## src/rtl/zpu_uart_bank_if.sv

```systemverilog
// ZPU memory bus as seen by a peripheral: one-cycle read/write strobes,
// completion signalled by mem_busy dropping low for one cycle.
interface zpu_uart_bank_if;
  logic [31:0] mem_addr;
  logic [31:0] mem_write;
  logic        mem_writeEnable;
  logic        mem_readEnable;
  logic [31:0] mem_read;
  logic        mem_busy;

  modport master (output mem_addr, mem_write, mem_writeEnable, mem_readEnable,
                  input  mem_read, mem_busy);
  modport slave  (input  mem_addr, mem_write, mem_writeEnable, mem_readEnable,
                  output mem_read, mem_busy);
endinterface

```

## src/rtl/zpu_uart_bank.sv

```systemverilog
// Multi-channel UART register bank on the ZPU bus: per-channel TX/RX FIFOs, divisor, IEN, overrun.
// Accesses ack one cycle after the strobe; a DATA write to a full TX FIFO stalls until a TX pop frees space.
module zpu_uart_bank #(
  parameter int          CHANNELS        = 2,
  parameter int          RX_DEPTH_LOG2   = 4,
  parameter int          TX_DEPTH_LOG2   = 4,
  parameter logic [15:0] DEFAULT_DIVISOR = 16'd434
) (
  input  logic                    clk,
  input  logic                    reset_in,
  zpu_uart_bank_if.slave          bus,
  output logic [8*CHANNELS-1:0]   uart_txdata,
  output logic [CHANNELS-1:0]     uart_txgo,
  input  logic [CHANNELS-1:0]     uart_txready,
  input  logic [8*CHANNELS-1:0]   uart_rxdata,
  input  logic [CHANNELS-1:0]     uart_rxint,
  output logic [16*CHANNELS-1:0]  uart_divisor,
  output logic                    irq
);
  localparam int RXD = 1 << RX_DEPTH_LOG2;
  localparam int TXD = 1 << TX_DEPTH_LOG2;

  typedef enum logic [1:0] {B_IDLE, B_STALL, B_ACK} bus_st_t;
  typedef enum logic {T_IDLE, T_WAIT} tx_st_t;

  // Per-channel views padded to four slots so the bus mux indexes by raw address bits.
  logic [3:0]       rx_ne, tx_full, tx_idle, ovr, irq_src;
  logic [3:0][7:0]  rx_head, rx_cnt8, tx_cnt8;
  logic [3:0][15:0] div;
  logic [3:0][1:0]  ien;
  logic [3:0]       tx_push, rx_pop, div_we, ien_we, ovr_clr;
  logic [7:0]       push_byte;

  bus_st_t     bus_st_q, bus_st_d;
  logic [31:0] rdat_q, rdat_d;
  logic [1:0]  lat_ch_q, lat_ch_d;
  logic [7:0]  lat_dat_q, lat_dat_d;
  logic        irq_q, irq_d;

  logic       sel, hit, strobe;
  logic [1:0] ch, rsel;
  logic       unused_bits;

  assign ch     = bus.mem_addr[5:4];
  assign rsel   = bus.mem_addr[3:2];
  assign sel    = (bus.mem_addr[31:28] == 4'hF) && (bus.mem_addr[7:6] == 2'b11);
  assign hit    = sel && ({1'b0, ch} < 3'(CHANNELS));
  assign strobe = bus.mem_writeEnable | bus.mem_readEnable;
  assign unused_bits = ^{bus.mem_addr[27:8], bus.mem_addr[1:0], bus.mem_write[31:17]};

  always_comb begin
    bus_st_d  = bus_st_q;
    rdat_d    = rdat_q;
    lat_ch_d  = lat_ch_q;
    lat_dat_d = lat_dat_q;
    tx_push   = '0;
    rx_pop    = '0;
    div_we    = '0;
    ien_we    = '0;
    ovr_clr   = '0;
    push_byte = bus.mem_write[7:0];
    irq_d     = |irq_src;
    case (bus_st_q)
      B_STALL: begin
        push_byte = lat_dat_q;
        if (!tx_full[lat_ch_q]) begin
          tx_push[lat_ch_q] = 1'b1;
          bus_st_d          = B_ACK;
        end
      end
      default: begin
        bus_st_d = B_IDLE;
        if (strobe) begin
          bus_st_d = B_ACK;
          rdat_d   = '0;
          if (bus.mem_writeEnable) begin
            if (hit) begin
              case (rsel)
                2'd0: begin
                  if (tx_full[ch]) begin
                    bus_st_d  = B_STALL;
                    lat_ch_d  = ch;
                    lat_dat_d = bus.mem_write[7:0];
                  end else begin
                    tx_push[ch] = 1'b1;
                  end
                end
                2'd1:    ovr_clr[ch] = bus.mem_write[16];
                2'd2:    div_we[ch]  = 1'b1;
                default: ien_we[ch]  = 1'b1;
              endcase
            end
          end else if (hit) begin
            case (rsel)
              2'd0: begin
                rdat_d     = {22'd0, rx_ne[ch], !tx_full[ch], rx_ne[ch] ? rx_head[ch] : 8'd0};
                rx_pop[ch] = rx_ne[ch];
              end
              2'd1:    rdat_d = {12'd0, tx_full[ch], tx_idle[ch], rx_ne[ch], ovr[ch],
                                 tx_cnt8[ch], rx_cnt8[ch]};
              2'd2:    rdat_d = {16'd0, div[ch]};
              default: rdat_d = {30'd0, ien[ch]};
            endcase
          end
        end
      end
    endcase
  end

  always_ff @(posedge clk or negedge reset_in) begin
    if (!reset_in) begin
      bus_st_q  <= B_IDLE;
      rdat_q    <= '0;
      lat_ch_q  <= '0;
      lat_dat_q <= '0;
      irq_q     <= 1'b0;
    end else begin
      bus_st_q  <= bus_st_d;
      rdat_q    <= rdat_d;
      lat_ch_q  <= lat_ch_d;
      lat_dat_q <= lat_dat_d;
      irq_q     <= irq_d;
    end
  end

  assign bus.mem_busy = (bus_st_q != B_ACK);
  assign bus.mem_read = rdat_q;
  assign irq          = irq_q;

  genvar c;
  generate
    for (c = 0; c < 4; c++) begin : g_ch
      if (c < CHANNELS) begin : g_on
        logic [7:0]               tx_mem_q [TXD];
        logic [7:0]               tx_mem_d [TXD];
        logic [7:0]               rx_mem_q [RXD];
        logic [7:0]               rx_mem_d [RXD];
        logic [TX_DEPTH_LOG2-1:0] tx_wp_q, tx_wp_d, tx_rp_q, tx_rp_d;
        logic [TX_DEPTH_LOG2:0]   tx_cnt_q, tx_cnt_d;
        logic [RX_DEPTH_LOG2-1:0] rx_wp_q, rx_wp_d, rx_rp_q, rx_rp_d;
        logic [RX_DEPTH_LOG2:0]   rx_cnt_q, rx_cnt_d;
        tx_st_t                   tx_st_q, tx_st_d;
        logic                     tx_wait_q, tx_wait_d, txgo_q, txgo_d, ovr_q, ovr_d, tx_pop, rx_push;
        logic [7:0]               txdata_q, txdata_d;
        logic [15:0]              div_q, div_d;
        logic [1:0]               ien_q, ien_d;

        // A push into a full RX FIFO is only accepted if the bus pops in the same cycle.
        assign rx_push = uart_rxint[c] && (!rx_cnt_q[RX_DEPTH_LOG2] || rx_pop[c]);

        always_comb begin
          tx_mem_d  = tx_mem_q;
          rx_mem_d  = rx_mem_q;
          tx_wp_d   = tx_wp_q;
          tx_rp_d   = tx_rp_q;
          rx_wp_d   = rx_wp_q;
          rx_rp_d   = rx_rp_q;
          tx_st_d   = tx_st_q;
          tx_wait_d = tx_wait_q;
          txdata_d  = txdata_q;
          txgo_d    = 1'b0;
          tx_pop    = 1'b0;
          ovr_d     = ovr_q;
          div_d     = div_q;
          ien_d     = ien_q;
          case (tx_st_q)
            T_IDLE: begin
              if ((tx_cnt_q != '0) && uart_txready[c]) begin
                tx_pop    = 1'b1;
                txgo_d    = 1'b1;
                txdata_d  = tx_mem_q[tx_rp_q];
                tx_rp_d   = tx_rp_q + 1'b1;
                tx_st_d   = T_WAIT;
                tx_wait_d = 1'b0;
              end
            end
            default: begin
              tx_wait_d = 1'b1;
              if (tx_wait_q) tx_st_d = T_IDLE;
            end
          endcase
          if (tx_push[c]) begin
            tx_mem_d[tx_wp_q] = push_byte;
            tx_wp_d           = tx_wp_q + 1'b1;
          end
          tx_cnt_d = tx_cnt_q + (TX_DEPTH_LOG2+1)'(tx_push[c]) - (TX_DEPTH_LOG2+1)'(tx_pop);
          if (rx_push) begin
            rx_mem_d[rx_wp_q] = uart_rxdata[8*c +: 8];
            rx_wp_d           = rx_wp_q + 1'b1;
          end
          if (rx_pop[c]) rx_rp_d = rx_rp_q + 1'b1;
          rx_cnt_d = rx_cnt_q + (RX_DEPTH_LOG2+1)'(rx_push) - (RX_DEPTH_LOG2+1)'(rx_pop[c]);
          if (ovr_clr[c]) ovr_d = 1'b0;
          if (uart_rxint[c] && !rx_push) ovr_d = 1'b1;
          if (div_we[c]) div_d = bus.mem_write[15:0];
          if (ien_we[c]) ien_d = bus.mem_write[1:0];
        end

        always_ff @(posedge clk) begin
          tx_mem_q <= tx_mem_d;
          rx_mem_q <= rx_mem_d;
        end

        always_ff @(posedge clk or negedge reset_in) begin
          if (!reset_in) begin
            tx_wp_q   <= '0;
            tx_rp_q   <= '0;
            tx_cnt_q  <= '0;
            rx_wp_q   <= '0;
            rx_rp_q   <= '0;
            rx_cnt_q  <= '0;
            tx_st_q   <= T_IDLE;
            tx_wait_q <= 1'b0;
            txgo_q    <= 1'b0;
            txdata_q  <= '0;
            ovr_q     <= 1'b0;
            div_q     <= DEFAULT_DIVISOR;
            ien_q     <= '0;
          end else begin
            tx_wp_q   <= tx_wp_d;
            tx_rp_q   <= tx_rp_d;
            tx_cnt_q  <= tx_cnt_d;
            rx_wp_q   <= rx_wp_d;
            rx_rp_q   <= rx_rp_d;
            rx_cnt_q  <= rx_cnt_d;
            tx_st_q   <= tx_st_d;
            tx_wait_q <= tx_wait_d;
            txgo_q    <= txgo_d;
            txdata_q  <= txdata_d;
            ovr_q     <= ovr_d;
            div_q     <= div_d;
            ien_q     <= ien_d;
          end
        end

        assign rx_ne[c]    = (rx_cnt_q != '0);
        assign tx_full[c]  = tx_cnt_q[TX_DEPTH_LOG2];
        assign tx_idle[c]  = (tx_cnt_q == '0) && uart_txready[c];
        assign ovr[c]      = ovr_q;
        assign rx_head[c]  = rx_mem_q[rx_rp_q];
        assign rx_cnt8[c]  = 8'(rx_cnt_q);
        assign tx_cnt8[c]  = 8'(tx_cnt_q);
        assign div[c]      = div_q;
        assign ien[c]      = ien_q;
        assign irq_src[c]  = (ien_q[0] & rx_ne[c]) | (ien_q[1] & tx_idle[c]);
        assign uart_txdata[8*c +: 8]   = txdata_q;
        assign uart_txgo[c]            = txgo_q;
        assign uart_divisor[16*c +: 16] = div_q;
      end else begin : g_off
        logic unused_ctl;
        assign unused_ctl = ^{tx_push[c], rx_pop[c], div_we[c], ien_we[c], ovr_clr[c]};
        assign rx_ne[c]   = 1'b0;
        assign tx_full[c] = 1'b0;
        assign tx_idle[c] = 1'b0;
        assign ovr[c]     = 1'b0;
        assign irq_src[c] = 1'b0;
        assign rx_head[c] = '0;
        assign rx_cnt8[c] = '0;
        assign tx_cnt8[c] = '0;
        assign div[c]     = '0;
        assign ien[c]     = '0;
      end
    end
  endgenerate
endmodule
```

## src/flat_wrapper.sv

```systemverilog
// flat-port wrapper written by rule: the top's interface ports become plain ports
module zpu_uart_bank_flat 
#(
  parameter int          CHANNELS        = 2,
  parameter int          RX_DEPTH_LOG2   = 4,
  parameter int          TX_DEPTH_LOG2   = 4,
  parameter logic [15:0] DEFAULT_DIVISOR = 16'd434
)
  (clk, reset_in, uart_txdata, uart_txgo, uart_txready, uart_rxdata, uart_rxint, uart_divisor, irq, bus_mem_addr, bus_mem_write, bus_mem_writeEnable, bus_mem_readEnable, bus_mem_read, bus_mem_busy);
  zpu_uart_bank_if bus_i ();
  input  logic clk;
  input  logic reset_in;
  output logic [8*CHANNELS-1:0] uart_txdata;
  output logic [CHANNELS-1:0] uart_txgo;
  input  logic [CHANNELS-1:0] uart_txready;
  input  logic [8*CHANNELS-1:0] uart_rxdata;
  input  logic [CHANNELS-1:0] uart_rxint;
  output logic [16*CHANNELS-1:0] uart_divisor;
  output logic irq;
  input wire logic [$bits(bus_i.mem_addr)-1:0] bus_mem_addr;
  input wire logic [$bits(bus_i.mem_write)-1:0] bus_mem_write;
  input wire logic [$bits(bus_i.mem_writeEnable)-1:0] bus_mem_writeEnable;
  input wire logic [$bits(bus_i.mem_readEnable)-1:0] bus_mem_readEnable;
  output wire logic [$bits(bus_i.mem_read)-1:0] bus_mem_read;
  output wire logic [$bits(bus_i.mem_busy)-1:0] bus_mem_busy;
  assign bus_i.mem_addr = bus_mem_addr;
  assign bus_i.mem_write = bus_mem_write;
  assign bus_i.mem_writeEnable = bus_mem_writeEnable;
  assign bus_i.mem_readEnable = bus_mem_readEnable;
  assign bus_mem_read = bus_i.mem_read;
  assign bus_mem_busy = bus_i.mem_busy;
  zpu_uart_bank #(.CHANNELS(CHANNELS), .RX_DEPTH_LOG2(RX_DEPTH_LOG2), .TX_DEPTH_LOG2(TX_DEPTH_LOG2), .DEFAULT_DIVISOR(DEFAULT_DIVISOR)) u_core (.clk(clk), .reset_in(reset_in), .bus(bus_i), .uart_txdata(uart_txdata), .uart_txgo(uart_txgo), .uart_txready(uart_txready), .uart_rxdata(uart_rxdata), .uart_rxint(uart_rxint), .uart_divisor(uart_divisor), .irq(irq));
endmodule
```

## config.mk

```make
export PLATFORM = sky130hd
export DESIGN_NAME = zpu_uart_bank_flat
export DESIGN_NICKNAME = d
export VERILOG_FILES = /design/src/rtl/zpu_uart_bank_if.sv /design/src/rtl/zpu_uart_bank.sv /design/src/flat_wrapper.sv
export SDC_FILE = /design/constraint.sdc
export NUM_CORES = 1
export LEC_CHECK = 0
export ABC_AREA = 1
export ABC_CLOCK_PERIOD_IN_PS = 3200
export BUFFER_PORTS_ARGS = -buffer_cell sky130_fd_sc_hd__buf_4
export CORE_MARGIN = 10
export CORE_UTILIZATION = 32
export CTS_CLUSTER_SIZE = 30
export DETAILED_ROUTE_END_ITERATION = 10
export GPL_TIMING_DRIVEN = 0
export PLACE_DENSITY = 0.53
export SLEW_MARGIN = 20
export SYNTH_ARGS = -nofsm -noshare
export SYNTH_HDL_FRONTEND = slang
export SYNTH_SLANG_ARGS = --single-unit
```

## constraint.sdc

```tcl
create_clock -name clk -period 3.2 [get_ports clk]
set_input_delay 0.32 -clock clk [delete_from_list [all_inputs] [get_ports clk]]
set_output_delay 0.32 -clock clk [all_outputs]
set_load 0.1 [all_outputs]
```

==> reports/qor.csv <==
stage;metric;value;unit
synth;Ys Warns;0;
synth;post-synthesis async set-or-reset flop share;22.1;%
route;DRT Pass-1 Iters;5;
status;outcome;finished clean;
clock_network;CTS max path bufs;3;
worst_setup_path;CP most frequent cell;inv_1;
grt;initial antenna violation count;2;
final_layout;share of cells above drive strength 1;11.3;%
final_layout;most frequent cells in the layout;674 x nand2_1, 512 x edfxtp_1, 270 x inv_1;
floorplan;Die H;318;um
final_layout;most common cell after layout, fill and taps aside;nand2_1;
power_and_ir_drop;PD cells;727;nW/um2
route;DRC;0;
route;WL per Instance;20.1;um
placement;Port Buf Inserts;122;
timing;Clock Skew;25.5;ps
timing;hold slack final;40.9;ps
clock_network;CTS root buf;clkbuf_16;
route;Routed WL;82800;um
power_and_ir_drop;P_sw;8260;uW
synth;Post-synth EDFFs;512;
power_and_ir_drop;Static Leakage;0.0134;uW
synth;Mapped Cells;2662;
worst_setup_path;slowest stage delay, CP;440;ps
worst_setup_path;path depth of the worst reg2reg path;17;
worst_setup_path;CP endpoint kind;flip-flop;
floorplan;Die ar.;101000;um2
worst_hold_path;Hold Crit Start;uart_rxdata[8];
final_layout;Synth-to-Final Area Change;18.3;%
timing;Final Max Slew Viols;0;
worst_setup_path;Crit Path Class;flip-flop to flip-flop;
floorplan;core area;88200;um2
power_and_ir_drop;Int Power;16200;uW
worst_hold_path;Hold Crit Endpoint;u_core.g_ch[1].g_on.rx_mem_q[96];
synth;Seq/Total Area, Yosys;66.9;%
power_and_ir_drop;Clock Power Share;33.1;%
worst_setup_path;CP Cell Sequence;inv_1 -> nor2_2 -> inv_1 -> nand4_2 -> nor2_2 -> nand2_1 -> nand2_2 -> buf_4 -> inv_1 -> ha_1 -> inv_1 -> ha_1 -> fa_1 -> a21oi_1 -> nor2_1 -> nor2_1 -> xor2_1;
power_and_ir_drop;Peak VDD IR;405;uV
route;final antenna-violating net count;0;
clock_network;CTS Sinks;657;
power_and_ir_drop;Seq pwr share;41.4;%
placement;Placer Congestion;0.877;
clock_network;CTS tree;built;
placement;placed wire-length estimate;57600;um
worst_setup_path;CP max stage cell;fa_1;
route;vias per cell;4.79;
power_and_ir_drop;Gate power share;25.5;%
clock_network;Reg clk slew, reported paths;60;ps
job;Max-cap violations;0;
timing;setup tns final;0;ps
grt;gr ovfl total;0;
timing;slew margin rel.;30.4;%
worst_setup_path;Worst Path Required;3740;ps
floorplan;Initial Util;32.2;%
grt;GRT Util Overall;15.9;%
clock_network;CTS HTree Levels;3;
floorplan;Die W;318;um
grt;vias in the first global route;19400;
worst_setup_path;crit start category;flip-flop;
clock_network;clk_lat worst skew;610;ps
timing;min cycle time layout;3050;ps
synth;Synth Flop Type;edfxtp_1;
timing;worst-margin pin slew;1040;ps
synth;#FFs+latches synth;657;
synth;count of different cell masters after synthesis;39;
power_and_ir_drop;switching share of total power;33.8;%
worst_setup_path;CP arrival;3590;ps
worst_setup_path;CP max FO;10;
worst_setup_path;Worst R2R Start;u_core.bus_st_q[0];
synth;average size of a mapped cell;10.7;um2
route;first-iteration detailed-routing DRC count;1629;
timing;final setup fails;0;
grt;largest net degree at the start of global routing;68;
worst_setup_path;r2r setup slk;150;ps
floorplan;num ports;172;
grt;wire length of the first global-routing pass;123000;um
timing;RSZ-0062 raised after global routing;true;
synth;mapped cell area;28400;um2
clock_network;total CTS buffers;72;
worst_setup_path;RR Endpoint;u_core.g_ch[1].g_on.tx_cnt_q[4];
worst_hold_path;Hold Path Class;input port to flip-flop;
floorplan;row cnt;109;
timing;Final Hold Vio Count;0;
final_layout;fin nets;3027;
route;vias after detailed routing;19700;
timing;Final period util;95.4;%
timing;fmax;0.328;GHz
worst_hold_path;Hold Path Cell Cnt;1;
layer usage:
layer	part of all wire, %	up-vias	global-route usage, %	wire [um]
met1	48	9568	22.9	39700
met5	0	-	0	0
li1	-	9418	-	-
met2	43	620	23.6	35400
met3	6.6	106	3.17	5490
met4	2.7	0	5.16	2200
cell families after synthesis:
family	after synthesis	synth area share, %
xor gates and xnor gates	37	1.14
adders and majority gates	48	2.22
other	1	0.0132
and+or+nand+nor	1118	15.9
AOI/OAI and AO/OA	375	7.88
DFF	657	66.9
buffers and inverters	426	6.00
registers in the layout, summed over array words and instances, names as in the netlist, 4 cells and up:
name	flops
u_core.lat_dat_q	8
u_core.g_ch.g_on.rx_wp_q	8
u_core.g_ch.g_on.txdata_q	16
u_core.g_ch.g_on.rx_rp_q	8
u_core.g_ch.g_on.ien_q	4
u_core.g_ch.g_on.div_q	32
u_core.g_ch.g_on.tx_rp_q	8
u_core.bus.mem_read	20
u_core.g_ch.g_on.tx_wp_q	8
u_core.g_ch.g_on.rx_mem_q	256
u_core.g_ch.g_on.tx_cnt_q	10
u_core.g_ch.g_on.tx_mem_q	256
u_core.g_ch.g_on.rx_cnt_q	10
critical path, delay by kind of cell (launching register included):
kind / cells / cell delay [ps]
flops: 1 / 360
simple gates: 7 / 910
fa+ha+maj: 3 / 920
xor+xnor: 1 / 150
compound gates: 1 / 150
buf+inv: 5 / 480
worst max path at each step:
stage / startpoint / to / slack (ps) / cells after the start
CTS: u_core.g_ch[0].g_on.rx_cnt_q[2] / u_core.g_ch[0].g_on.rx_cnt_q[4] / 80 / 13
global placement: u_core.bus_st_q[0] / u_core.g_ch[0].g_on.tx_mem_q[65] / -2430 / 5
global route: u_core.bus_st_q[0] / u_core.g_ch[1].g_on.tx_cnt_q[4] / -120 / 17
finish: u_core.bus_st_q[0] / u_core.g_ch[1].g_on.tx_cnt_q[4] / 150 / 17
floorplan: bus_mem_addr[30] / u_core.g_ch[0].g_on.tx_cnt_q[4] / 520 / 16
detailed placement: bus_mem_addr[30] / u_core.g_ch[0].g_on.tx_cnt_q[4] / -220 / 17
cells in the mapped netlist, types with 2 or more instances:
library cell    n  area, um2
a21oi_1        10       50.1
a221oi_1        2       17.5
a22o_1          3       26.3
a22oi_1        20        150
a31oi_1        17        106
buf_1           8       30.0
buf_2          38        190
buf_4          16        120
clkbuf_1       79        297
clkinv_1        9       33.8
dfrtp_1       135       3380
dfstp_2        10        263
edfxtp_1      512      15400
fa_1            4       80.1
ha_1           44        551
inv_1         272       1020
inv_2           4       15.0
nand2_1       674       2530
nand2_2         6       37.5
nand3_1       166        831
nand4_1         7       43.8
nand4_2         2       25.0
nor2_1        250        938
nor2_2          2       12.5
nor2_4          3       33.8
nor3_1          5       25.0
nor4_2          2       25.0
o211ai_1       20        150
o21ai_0       200       1000
o21ai_1        28        140
o221ai_1       47        412
o22ai_1        24        150
o31ai_1         2       15.0
xnor2_1         4       35.0
xor2_1         33        289
through the flow:
step                power (uW)  setup WS, ps  cells  area [um2]  util (%)
finish                   24400           149   4115       33600      38.1
global route             25600          -116   4114       33600      38.1
CTS                      24600          82.3   4112       33600      38.1
detailed placement       16500          -215   3970       31200      35.4
global placement         16400         -2430   3960       30800      35.0
floorplan                14400           524   2673       28500         -
cell type report:
class | instances | area, um2
Antenna cell | 1 | 2.50
Inverter | 285 | 1070
Tap cell | 1165 | 1460
Timing Repair Buffer | 146 | 1330
Multi-Input combinational cell | 1590 | 7860
Sequential cell | 657 | 19000
Clock inverter | 31 | 303
Fill cell | 8580 | 54600
Clock buffer | 101 | 1970
Buffer | 139 | 631
what timing repair did:
item                                    CTS  global route
gates cloned                              0             0
endpoints found under the setup margin    2             4
gates resized for setup                   1             6
hold buffers                             12             0
pin swaps                                 0             1
setup buffers                             0             2
hold endpoints to repair                105             0
power groups by stage:
stage,registers [uW],logic (uW),clock network (uW)
global placement,10300,6100,0
detailed placement,10300,6180,0
CTS,10100,6210,8250
finish,10100,6220,8090
global route,10200,6810,8580
floorplan,11000,3420,0
(Power assumes the default switching activity.)
